`src/rtl/iaoq_pkg.sv`:
```
// Shared definitions for the instruction address offset queue (IAOQ) next-address logic.
// Holds the queue widths, reset values and controller state encoding.
package iaoq_pkg;

    localparam int IAOQ_AW  = 8;
    localparam int IAOQ_INC = 4;

    localparam logic [IAOQ_AW-1:0] IAOQ_FRONT_RST = 8'h00;
    localparam logic [IAOQ_AW-1:0] IAOQ_BACK_RST  = 8'h04;

    typedef enum logic [0:0] {
        RUN  = 1'b0,
        PEND = 1'b1
    } iaoq_st_t;

endpackage

```
`src/rtl/iaoq_next_ctrl.sv`:
```
// Next-address controller for the front/back IAOQ registers: advances the queue each
// unstalled cycle, buffers branches resolved under stall, and tracks delay-slot nullification.
module iaoq_next_ctrl
    import iaoq_pkg::*;
#(
    parameter int              AW       = IAOQ_AW,
    parameter int              INC      = IAOQ_INC,
    parameter logic [AW-1:0]   BACK_RST = IAOQ_BACK_RST
) (
    input  logic          clk,
    input  logic          reset,
    input  logic          stall,
    input  logic          br_valid,
    input  logic          br_taken,
    input  logic          br_null,
    input  logic [AW-1:0] br_target,
    input  logic [AW-1:0] back_q,
    output logic          front_le,
    output logic [AW-1:0] front_d,
    output logic          back_le,
    output logic [AW-1:0] back_d,
    output logic          slot_null,
    output logic          pend_ovf
);

    // The back register lives outside this block; its reset value must stay instruction aligned.
    if ((int'(BACK_RST) % INC) != 0) begin : g_bad_back_rst
        $error("iaoq_next_ctrl: BACK_RST not aligned to INC");
    end

    iaoq_st_t      state_q, state_d;
    logic [AW-1:0] pend_tgt_q, pend_tgt_d;
    logic          pend_null_q, pend_null_d;
    logic          slot_null_q, slot_null_d;
    logic          pend_ovf_q, pend_ovf_d;
    logic          advance;
    logic [AW-1:0] back_inc;

    // Queue load enables and data: zero-cycle decision from state and inputs.
    always_comb begin
        advance  = !stall && !reset;
        back_inc = back_q + AW'(INC);
        front_le = advance;
        back_le  = advance;
        front_d  = back_q;
        if (state_q == PEND) begin
            back_d = pend_tgt_q;
        end else if (br_valid && br_taken) begin
            back_d = br_target;
        end else begin
            back_d = back_inc;
        end
    end

    // Redirect buffering, nullification and overflow next-state.
    always_comb begin
        state_d     = state_q;
        pend_tgt_d  = pend_tgt_q;
        pend_null_d = pend_null_q;
        slot_null_d = slot_null_q;
        pend_ovf_d  = pend_ovf_q;
        case (state_q)
            RUN: begin
                if (br_valid && stall) begin
                    state_d     = PEND;
                    pend_tgt_d  = br_taken ? br_target : back_inc;
                    pend_null_d = br_null;
                end else if (!stall) begin
                    slot_null_d = br_valid && br_null;
                end else begin
                    slot_null_d = slot_null_q;
                end
            end
            PEND: begin
                // Only one redirect can be held; later ones are dropped and flagged.
                if (br_valid) begin
                    pend_ovf_d = 1'b1;
                end else begin
                    pend_ovf_d = pend_ovf_q;
                end
                if (!stall) begin
                    state_d     = RUN;
                    slot_null_d = pend_null_q;
                end else begin
                    state_d     = PEND;
                end
            end
            default: begin
                state_d = RUN;
            end
        endcase
    end

    // State registers with synchronous reset.
    always_ff @(posedge clk) begin
        if (reset) begin
            state_q     <= RUN;
            pend_tgt_q  <= {AW{1'b0}};
            pend_null_q <= 1'b0;
            slot_null_q <= 1'b0;
            pend_ovf_q  <= 1'b0;
        end else begin
            state_q     <= state_d;
            pend_tgt_q  <= pend_tgt_d;
            pend_null_q <= pend_null_d;
            slot_null_q <= slot_null_d;
            pend_ovf_q  <= pend_ovf_d;
        end
    end

    assign slot_null = slot_null_q;
    assign pend_ovf  = pend_ovf_q;

endmodule

```
`config.mk`:
```
export PLATFORM = sky130hd
export DESIGN_NAME = iaoq_next_ctrl
export DESIGN_NICKNAME = d
export VERILOG_FILES = /design/src/rtl/iaoq_pkg.sv /design/src/rtl/iaoq_next_ctrl.sv
export SDC_FILE = /design/constraint.sdc
export NUM_CORES = 1
export LEC_CHECK = 0
export BUFFER_PORTS_ARGS = -buffer_cell sky130_fd_sc_hd__clkbuf_2
export CORE_ASPECT_RATIO = 2
export CORE_UTILIZATION = 30
export CTS_BUF_LIST = sky130_fd_sc_hd__clkbuf_8
export DETAILED_ROUTE_END_ITERATION = 8
export PLACE_DENSITY = 0.56
export SYNTH_ARGS = -nofsm -noshare
export SYNTH_HDL_FRONTEND = slang
export SYNTH_SLANG_ARGS = --single-unit
```
`constraint.sdc`:
```
create_clock -name clk -period 1.9 [get_ports clk]
set_clock_uncertainty 0.1 [all_clocks]
set_input_delay 0.095 -clock clk [delete_from_list [all_inputs] [get_ports clk]]
set_output_delay 0.095 -clock clk [all_outputs]
set_load 0.01 [all_outputs]
```
==> impl_metrics.tcl <==
set metrics [dict create \
    outcome "complete, no violations" \
    first_pass_iters 4 \
    cp-start-kind "input port" \
    synth_top_area_cell "dfxtp_1" \
    ys.flop_type "dfxtp_1" \
    rr_endpoint "pend_tgt_q[7]" \
    antenna_found_initial 0 \
    coreArea_um2 2700 \
    cts_tree "built" \
    criticalPathCategory "in2out" \
    synth-edff-count 0 \
    whs_ns 0.0842 \
    required_ns 1.70 \
    startpoint "br_taken" \
    initial_core_util 0.314 \
    die_y_um 77.2 \
    grt-ovfl-total 0 \
    arrival_ns 1.25 \
    async_flop_share 0 \
    final_cell_area_um2 1060 \
    synth_area_um2 848 \
    dieArea_um2 3060 \
    yosys-top-cells-area "dfxtp_1 28%, mux2i_1 9.4%, buf_4 8.8%, a21oi_1 8.3%, nand2_1 7.1%" \
    ir_drop_uv 528 \
    cp-end-kind "output port" \
    clock_power_share 0.382 \
    yosysSeqAreaShare 0.283 \
    place_inst 167 \
    gp_congestion 0.711 \
    chipWidth_um 39.6 \
    drtIter0Drc 25 \
    hpwlAfterDp_mm 1.60 \
    vias 865 \
    fin_crit_ns 1.45 \
    grt_start_max_net_pins 20 \
    port_buffers 41 \
    htree_levels 1 \
    top_layer "met4" \
    ant_nets 0 \
    p_seq_frac 0.371 \
    grt_use_total 0.150 \
    yosys_warnings 0 \
    worstHoldPathCells 3 \
    min_from "back_q[7]" \
    fin_nets 167 \
    synth_common_cells "16 x nand2_1, 14 x a21oi_1, 12 x dfxtp_1" \
    r2r_start "state_q" \
    wl_mm 2.04 \
    yosysTopAreaCellShare 0.283 \
    clock_path_buffers 2 \
    grt_pass1_vias 756 \
    syn_to_final_growth_pct 25.2 \
    instances_no_fill 172 \
    synth_fp_nets 135 \
    tightest_slew_ns 0.394 \
    hold_class "in2reg" \
    cts_root_buf "clkbuf_8" \
    dp_worst_setup_slack_ns 0.445 \
    internal-power_mw 0.528 \
    finish.utilization 0.393 \
    p_per_area_nw_per_um2 691 \
    max-cap-violations 0 \
    p_sw_mw 0.206 \
    pin_count 42 \
    fin_crit_sh 0.762 \
    switching_share 0.281 \
    hold_violations 0 \
    dpl_cell_area_um2 997 \
    dr_wl_met2_mm 1.09 \
    rsz0062_at_grt "no" \
    clkTransAtPathRegs_ns 0.05 \
    drcViolationCount 0 \
    m1WireLength_um 821 \
    rows 27 \
    postSynthCellCount 112 \
    reg2reg_setup_slack_ns 0.57 \
    grt_pass1_wl_mm 3.28 \
    cp_max_fo 18 \
    cts_buffers 3 \
    worst_slack_ns 0.452 \
    syn_avg_cell_area_um2 7.57 \
    maxSlewViolCount 0 \
    synth_cell_types 27 \
    wl_met3_um 93 \
    fmax_ghz 0.690 \
    finalPower_mw 0.734 \
    synth.most_common_cell "nand2_1" \
    ys_ff_latch 12 \
    max-slew-margin-rel 0.737 \
    p_comb_frac 0.247 \
    r2r.worst_path.cells 4 \
    min_to "pend_tgt_q[7]" \
    clock_latency_ns 0.24 \
    finalSetupViolCount 0 \
    cts_sinks 12 \
    leakage_nw 0.508 \
    avgViaCountPerCell 5.03 \
    post_drt_wl_per_cell_um 11.9 \
    drive_above_1_share 0.336 \
    antenna_cells 0 \
    tns_ns 0 \
]
==> power groups by stage <==
stage	Sequential, mW	Combinational, mW	Clock [mW]
final	0.273	0.181	0.280
after global routing	0.275	0.202	0.310
after CTS	0.273	0.183	0.289
after detailed placement	0.278	0.181	0
after global placement	0.278	0.179	0
after floorplan	0.278	0.118	0
==> cells by family (layout without fill, tap and decap cells) <==
logic type | Yosys count | count (layout) | share of synthesized area
fa+ha+maj | 1 | 1 | 0.0147
xor+xnor | 4 | 4 | 0.0413
simple gates | 36 | 36 | 0.223
compound gates | 32 | 32 | 0.212
mux | 8 | 8 | 0.0944
buf+inv | 19 | 50 | 0.131
flops | 12 | 12 | 0.283
==> area by class of cell <==
type	instances	area, um^2
Fill cell	315	1640
Multi-Input combinational cell	81	497
Sequential cell	12	240
Timing Repair Buffer	43	223
Clock buffer	4	55.1
Tap cell	29	36.3
Inverter	3	11.3
==> worst max-delay path, stage by stage <==
cell and delay [ns]:
clkbuf_2 0.28, nand2_1 0.33, mux2i_1 0.19, o21ai_0 0.18, clkbuf_2 0.16
==> worst max-delay path by stage <==
| stage | end | slack (ns) | cells past startpoint |
|---|---|---|---|
| floorplan | back_d[0] | 0.62 | 4 |
| global placement | back_d[0] | 0.48 | 5 |
| detailed placement | back_d[4] | 0.44 | 6 |
| CTS | back_d[7] | 0.43 | 4 |
| global route | back_d[0] | 0.31 | 5 |
| finish | back_d[1] | 0.45 | 5 |
==> cell usage in the layout (no fill, tap or decap), types with 2 or more instances in the layout <==
cell type	count
a21oi_1	14
a211oi_1	5
nor2_1	8
o21ai_0	10
nand2_1	16
nand3_1	2
dfxtp_1	12
clkbuf_2	41
mux2i_1	8
and3_1	2
clkbuf_8	4
xnor2_1	3
inv_1	3
==> flip-flops by register name (all words and copies together), names as in the netlist <==
name         flops
state_q          1
pend_tgt_q       8
pend_null_q      1
slot_null        1
pend_ovf         1
==> routing by layer <==
metal	up-vias	global-route usage
met5	-	0
met4	0	0.0724
met3	4	0.0231
met2	25	0.249
met1	388	0.173
li1	448	-
==> repair_timing <==
item,4_1_cts,5_1_grt
setup buffers,0,0
hold buffers,1,0
gates resized for setup,0,0
hold endpoints to repair,1,0
Note: power is estimated with default switching activity, not from simulation.
